$ cat src/rtl/mem_stage.sv
// Memory-access stage between EX and WB: issues loads/stores on a req/ack data port,
// aligns/extends load data and hands the result to WB, with a bypass/stall bus for ID.
module mem_stage #(
    parameter int EX_BUS_W = 107,
    parameter int WB_BUS_W = 70
) (
    input  logic                clk,
    input  logic                resetn,
    input  logic                ex_valid,
    input  logic [EX_BUS_W-1:0] ex_to_me_bus,
    output logic                me_allowin,
    output logic                me_valid,
    input  logic                wb_allowin,
    output logic [WB_BUS_W-1:0] me_to_wb_bus,
    output logic [39:0]         me_fwd_bus,
    output logic                me_ale,
    output logic                data_req,
    output logic                data_wr,
    output logic [3:0]          data_wstrb,
    output logic [31:0]         data_addr,
    output logic [31:0]         data_wdata,
    input  logic                data_ack,
    input  logic [31:0]         data_rdata
);

    typedef enum logic [1:0] {S_IDLE, S_REQ, S_DONE} state_t;

    state_t              state, state_nx;
    logic                stage_valid;
    logic                run_q;
    logic [EX_BUS_W-1:0] bus_r;
    logic [31:0]         ld_data_r;

    function automatic logic is_misaligned(input logic mem_op, input logic [1:0] size,
                                           input logic [1:0] addr_lo);
        return mem_op && ((size == 2'b01 && addr_lo[0]) || (size == 2'b10 && addr_lo != 2'b00));
    endfunction

    logic [31:0] pc, alu, st_data;
    logic [4:0]  waddr;
    logic        rf_we, res_from_mem, mem_we, ld_unsigned;
    logic [1:0]  size;
    assign pc           = bus_r[106:75];
    assign alu          = bus_r[74:43];
    assign st_data      = bus_r[42:11];
    assign waddr        = bus_r[10:6];
    assign rf_we        = bus_r[5];
    assign res_from_mem = bus_r[4];
    assign mem_we       = bus_r[3];
    assign size         = bus_r[2:1];
    assign ld_unsigned  = bus_r[0];

    logic mem_op, misaligned, ready_go, wb_fire, accept;
    logic in_mem, in_go_mem;
    assign mem_op     = res_from_mem | mem_we;
    assign misaligned = is_misaligned(mem_op, size, alu[1:0]);
    assign ready_go   = !mem_op || misaligned || (state == S_DONE);
    assign in_mem     = ex_to_me_bus[4] | ex_to_me_bus[3];
    assign in_go_mem  = in_mem && !is_misaligned(in_mem, ex_to_me_bus[2:1], ex_to_me_bus[44:43]);

    // Handshake: EX->ME transfers on ex_valid && me_allowin; ME->WB transfers on
    // me_valid && wb_allowin. A stage may accept in the same cycle its content leaves.
    assign me_valid   = stage_valid && ready_go;
    assign wb_fire    = me_valid && wb_allowin;
    assign me_allowin = run_q && (!stage_valid || (ready_go && wb_allowin));
    assign accept     = ex_valid && me_allowin;

    always_ff @(posedge clk or negedge resetn) begin
        if (!resetn) state <= S_IDLE;
        else         state <= state_nx;
    end

    always_comb begin
        state_nx = state;
        case (state)
            S_IDLE:  if (accept && in_go_mem) state_nx = S_REQ;
            S_REQ:   if (data_ack) state_nx = S_DONE;
            S_DONE:  if (wb_fire) state_nx = (accept && in_go_mem) ? S_REQ : S_IDLE;
            default: state_nx = S_IDLE;
        endcase
    end

    logic [7:0]  ld_byte;
    logic [15:0] ld_half;
    logic [31:0] ld_ext;
    always_comb begin
        ld_byte = data_rdata[7:0];
        case (alu[1:0])
            2'b01:   ld_byte = data_rdata[15:8];
            2'b10:   ld_byte = data_rdata[23:16];
            2'b11:   ld_byte = data_rdata[31:24];
            default: ld_byte = data_rdata[7:0];
        endcase
        ld_half = alu[1] ? data_rdata[31:16] : data_rdata[15:0];
        case (size)
            2'b00:   ld_ext = {{24{!ld_unsigned && ld_byte[7]}}, ld_byte};
            2'b01:   ld_ext = {{16{!ld_unsigned && ld_half[15]}}, ld_half};
            default: ld_ext = data_rdata;
        endcase
    end

    always_ff @(posedge clk or negedge resetn) begin
        if (!resetn) begin
            stage_valid <= 1'b0;
            run_q       <= 1'b0;
            bus_r       <= '0;
            ld_data_r   <= '0;
        end else begin
            run_q <= 1'b1;
            if (accept) begin
                stage_valid <= 1'b1;
                bus_r       <= ex_to_me_bus;
            end else if (wb_fire) begin
                stage_valid <= 1'b0;
            end
            if (state == S_REQ && data_ack) ld_data_r <= ld_ext;
        end
    end

    logic [3:0]  st_strb;
    logic [31:0] st_wdata;
    always_comb begin
        case (size)
            2'b00: begin
                st_strb  = 4'b0001 << alu[1:0];
                st_wdata = {4{st_data[7:0]}};
            end
            2'b01: begin
                st_strb  = alu[1] ? 4'b1100 : 4'b0011;
                st_wdata = {2{st_data[15:0]}};
            end
            default: begin
                st_strb  = 4'b1111;
                st_wdata = st_data;
            end
        endcase
    end

    assign data_req   = (state == S_REQ);
    assign data_wr    = mem_we;
    assign data_addr  = alu;
    assign data_wstrb = mem_we ? st_strb : 4'b0000;
    assign data_wdata = st_wdata;

    logic        rf_we_out, ld_pending;
    logic [31:0] wdata_out;
    assign rf_we_out  = rf_we && !mem_we && !misaligned;
    assign wdata_out  = misaligned ? 32'h0 : (res_from_mem ? ld_data_r : alu);
    // ID must stall on ld_pending; wdata is only meaningful once the load is in DONE.
    assign ld_pending = stage_valid && res_from_mem && (state != S_DONE);
    assign me_ale     = me_valid && misaligned;

    assign me_to_wb_bus = {pc, rf_we_out, waddr, wdata_out};
    assign me_fwd_bus   = {stage_valid, rf_we_out, ld_pending, waddr, wdata_out};

endmodule
$ cat config.mk
export PLATFORM = sky130hd
export DESIGN_NAME = mem_stage
export DESIGN_NICKNAME = d
export VERILOG_FILES = /design/src/rtl/mem_stage.sv
export SDC_FILE = /design/constraint.sdc
export NUM_CORES = 1
export LEC_CHECK = 0
export BUFFER_PORTS_ARGS = -buffer_cell sky130_fd_sc_hd__buf_2
export CELL_PAD_IN_SITES_DETAIL_PLACEMENT = 0
export CELL_PAD_IN_SITES_GLOBAL_PLACEMENT = 1
export CORE_UTILIZATION = 39
export CTS_CLUSTER_DIAMETER = 80
export DETAILED_ROUTE_END_ITERATION = 8
export PLACE_DENSITY = 0.84
export SYNTH_ARGS = -nofsm -noshare
export SYNTH_HDL_FRONTEND = slang
export SYNTH_SLANG_ARGS = --single-unit
$ cat constraint.sdc
create_clock -name clk -period 3.8 [get_ports clk]
set_input_delay 0.19 -clock clk [delete_from_list [all_inputs] [get_ports clk]]
set_output_delay 0.19 -clock clk [all_outputs]
set_load 0.05 [all_outputs]
* After elaboration in Yosys (flattened, before gate mapping) *
Cells that the tools add are included.
Widths: inputs -> output; s select.

word-level totals
  logic and storage cells = 75
  register bits = 143

cells by class
  reductions and logical operators = 38
  bitwise operators = 2
  equality and inequality tests = 13
  shifts and indexed selects = 1
  muxes and demuxes = 16

operator list
  cell                 count
  $pmux 32 s2          2
  $mux 32              2
  $pmux 8 s3           1
  $logic_and 1x1->1    21
  $mux 16              1
  $eq 2x2->1 const B   5
  $eq 2x1->1 const B   4
  $mux 4               2
  $pmux 4 s2           1
  $logic_not 1->1      6
  $mux 2               3
  $ne 2x2->1 const B   3
  $pmux 2 s3           1
  $reduce_bool 2->1    3
  $logic_or 1x1->1     5
  $logic_not 2->1      2
  $shl 1x2->4 const A  1
  $mux 1               3
  $reduce_and 3->1     1
  $ne 2x1->1 const B   1
  $or 1x1->1           2

* Depth between registers and ports, before layout *
  word-level depth = 14
  depth in mapped cells = 8

* Least setup slack after synthesis *
Ideal clock, no wire load.

  path type = register to output
  from = register bus_r[44]
  to = output port me_to_wb_bus[10]
  path buffers = 3
  data arrival time = 2257 ps
  slack = 1353 ps
  stages on the path, launching flop included = 8
  data required time = 3610 ps
  path through = dfrtp_1 > buf_2 > and3b_1 > a21oi_1 > nor2_1 > clkbuf_1 > nor2_1 > buf_4

on the way
  word-level cells in the longest chain between the ends = 5

RTL lines
  item                      line  RTL
  start: declaration        31    logic [EX_BUS_W-1:0] bus_r;
  start signal: assignment  112   bus_r <= ex_to_me_bus;
  $reduce_bool 2->1         36    return mem_op && ((size == 2'b01 && addr_lo[0]) || (size == 2'b10 && addr_lo != 2'b00));
  $logic_and 1x1->1         36
  $logic_or 1x1->1          36
  $logic_and 1x1->1         36
  $mux 32                   148   assign wdata_out = misaligned ? 32'h0 : (res_from_mem ? ld_data_r : alu);
  end: declaration          14    output logic [WB_BUS_W-1:0] me_to_wb_bus,

Every way passes these cells.

* Worst setup path after layout *
  from = register bus_r[2]
  to = output port data_wdata[11]

on the way
  word-level cells in the longest chain between the ends = 2
  elaborated cells on any way between the ends = 3

RTL lines
  item                                                  line  RTL
  $eq 2x1->1 / $logic_not 2->1 (equally long branches)  123   case (size)
  $pmux 32 s2 (*)                                       123
  end: declaration                                      21    output logic [31:0] data_wdata,

Mark *: on every way between the ends. The rest lies on a longest branch, timed or not.

==> flow_metrics.env <==
export IMPL_synth_seq_area_share_pct=46.69
export IMPL_cts_buffers=17
export IMPL_vias=6121
export IMPL_ant_nets=0
export IMPL_area_delta_synth_final_pct=34.00
export IMPL_cts_htree_levels=4
export IMPL_max_freq_ghz=0.3698
export IMPL_synth_ff_latch_count=143
export IMPL_slew_viol_final=0
export IMPL_grt_start_max_net_pins=72
export IMPL_place_hpwl_um=14820
export IMPL_die_width_um=142.2
export IMPL_place_area_sq_um=8627
export IMPL_synth_nets=839
export IMPL_fin_cells=1268
export IMPL_grtUsageTotal_pct=21.66
export IMPL_timing_final_ws_setup_ns=1.096
export IMPL_synth_largest_area_cell="dfrtp_1"
export IMPL_min_period_ns=2.704
export IMPL_nets=1135
export IMPL_coreArea_sq_um=18960
export IMPL_ys_top_cells_by_area="dfrtp_1 47%, mux2_2 15%, buf_4 12%"
export IMPL_drt_pass1_iter_count=6
export IMPL_io_pins=327
export IMPL_gr_total_overflow=0
export IMPL_cts_buffer_depth=2
export IMPL_detail_route_wl_per_cell_um=17.21
export IMPL_endpoint_kind="output port"
export IMPL_port_buffers=326
export IMPL_worstSetupStartpointType="flip-flop"
export IMPL_gp_congestion=0.8059
export IMPL_tightest_slew_ns=1.052
export IMPL_layout_commonest_cell="buf_2"
export IMPL_totalWireLength_um=21820
export IMPL_synthCells=695
export IMPL_synth_cell_types=38
export IMPL_avgSynthCellArea_sq_um=11.03
export IMPL_rows=50
export IMPL_async_flop_share_pct=100.0
export IMPL_path_class="reg -> out"
export IMPL_ys_warn_count=0
export IMPL_start_util_pct=40.44
export IMPL_clock_sinks=143
export IMPL_skew_ns=0.008182
export IMPL_synth_edf_count=0
export IMPL_dp_slack_ns=1.289
export IMPL_grt_pass1_vias=6157
export IMPL_hp_class="in -> reg"
export IMPL_clk_pin_slew_ns=0.06
export IMPL_path_max_fanout=63
export IMPL_cts_tree="done"
export IMPL_synthFlopType="dfrtp_1"
export IMPL_drv_cap=0
export IMPL_setup_violations_final=0
export IMPL_drcViolationCount=0
export IMPL_tns_ns=0
export IMPL_layout_common_cells="325 x buf_2, 141 x dfrtp_1, 104 x mux2_2, 98 x dlygate4sd3_1, 50 x nor2_1"
export IMPL_drt_iter0_drc=201
export IMPL_dp_cells=1134
export IMPL_drive_gt1_share_pct=47.36
export IMPL_grt_pass1_wl_um=33330
export IMPL_viasPerCell=4.827
export IMPL_dieArea_sq_um=20220
export IMPL_period_share_pct=71.16
export IMPL_status="finished clean"
export IMPL_die_h_um=142.2
export IMPL_syn_area_sq_um=7665
export IMPL_critical_path_arrival_ns=2.51
export IMPL_stdcell_area_sq_um=10270
export IMPL_post_cts_resized=0
export IMPL_synth_top_area_share_pct=46.69
export IMPL_required_ns=3.61
export IMPL_antenna_found_initial=4
export IMPL_hold_viol=0
export IMPL_rsz0062_at_grt="false"
export IMPL_clock_latency_ns=0.42
export IMPL_relSlewSlack_pct=29.89
export IMPL_cts_root_buffer="clkbuf_16"
critical path: stages, from the launching register on:
cell and delay [ns]:
dfrtp_2 0.41, buf_4 0.34, nor2_1 0.70, mux2_2 0.42, buf_2 0.22
repair_timing:
item / in CTS / in global routing
hold buffers: 98 / 0
setup endpoints to repair: 0 / 0
setup buffers: 0 / 0
endpoints found under the hold margin: 166 / 0
cell usage after synthesis (2+ instances only):
cell type    n
dfrtp_1    143
buf_4      122
mux2_2     104
nor2_1      51
mux2i_1     42
nand2_1     39
nand3_1     33
mux2_1      19
clkbuf_1    18
o21ai_0     17
a21oi_1     13
nor2b_1     11
buf_2       10
inv_1        9
o22ai_1      9
a22oi_1      8
a211oi_1     7
a221o_1      6
and2_1       3
buf_1        3
buf_6        3
nand2b_1     3
nor3_1       3
nor3b_1      3
a21o_1       2
o21a_1       2
registers in the layout, indices dropped and copies added, names as in the netlist:
signal / flops
run_q: 1
stage_valid: 1
bus_r: 107
ld_data_r: 32
state: 2
area by class of cell:
class | instances | area [sq um]
clock inverters | 12 | 207.7
repair buffers | 433 | 2686
clock buffers | 19 | 442.9
well taps | 260 | 325.3
fillers | 1705 | 8685
diodes | 5 | 12.51
multi-input cells | 386 | 2978
inverters | 10 | 37.54
flip-flops and latches | 143 | 3581
per-stage QoR:
step	utilization, %	hold slack [ns]
6_report	54.18	0.02334
5_1_grt	54.13	0.0008870
4_1_cts	54.12	0.001037
3_5_place_dp	45.51	0.2556
3_3_place_gp	45.51	0.2617
2_1_floorplan	-	-0.1056
cell families (layout without fill, tap and decap cells):
kind of cell	Yosys count	count (layout)	synth area share, %
DFF	143	143	46.69
other	1	6	0.04892
buffers and inverters	166	474	14.56
xor gates and xnor gates	1	1	0.1143
muxes	166	166	23.85
and+or+nand+nor	152	152	9.076
AOI/OAI and AO/OA	66	66	5.664
per-layer routing:
metal	global-route usage (%)	vias up	wire length (um)
met5	0	-	13
met4	5.603	2	263
met3	6.460	15	1607
met2	39.45	251	11350
met1	24.53	2970	8581
li1	-	2883	-
final timing paths:
| path | slack (ns) | endpoint | from | cells past startpoint |
|---|---|---|---|---|
| worst max register to register | 1.27 | bus_r[17] | bus_r[44] | 6 |
| min in group asynchronous | 0.37 | bus_r[67] | resetn | 2 |
| worst max-delay path | 1.10 | data_wdata[11] | bus_r[2] | 4 |
| worst min register to register | 0.48 | bus_r[36] | bus_r[36] | 1 |
| worst min-delay path | 0.02 | bus_r[50] | ex_to_me_bus[50] | 2 |
| max in group asynchronous | 2.43 | bus_r[103] | resetn | 3 |
Power is left out: the tool's default activity adds up to more than one toggle a clock period on the data nets, which glitch-free logic cannot reach.
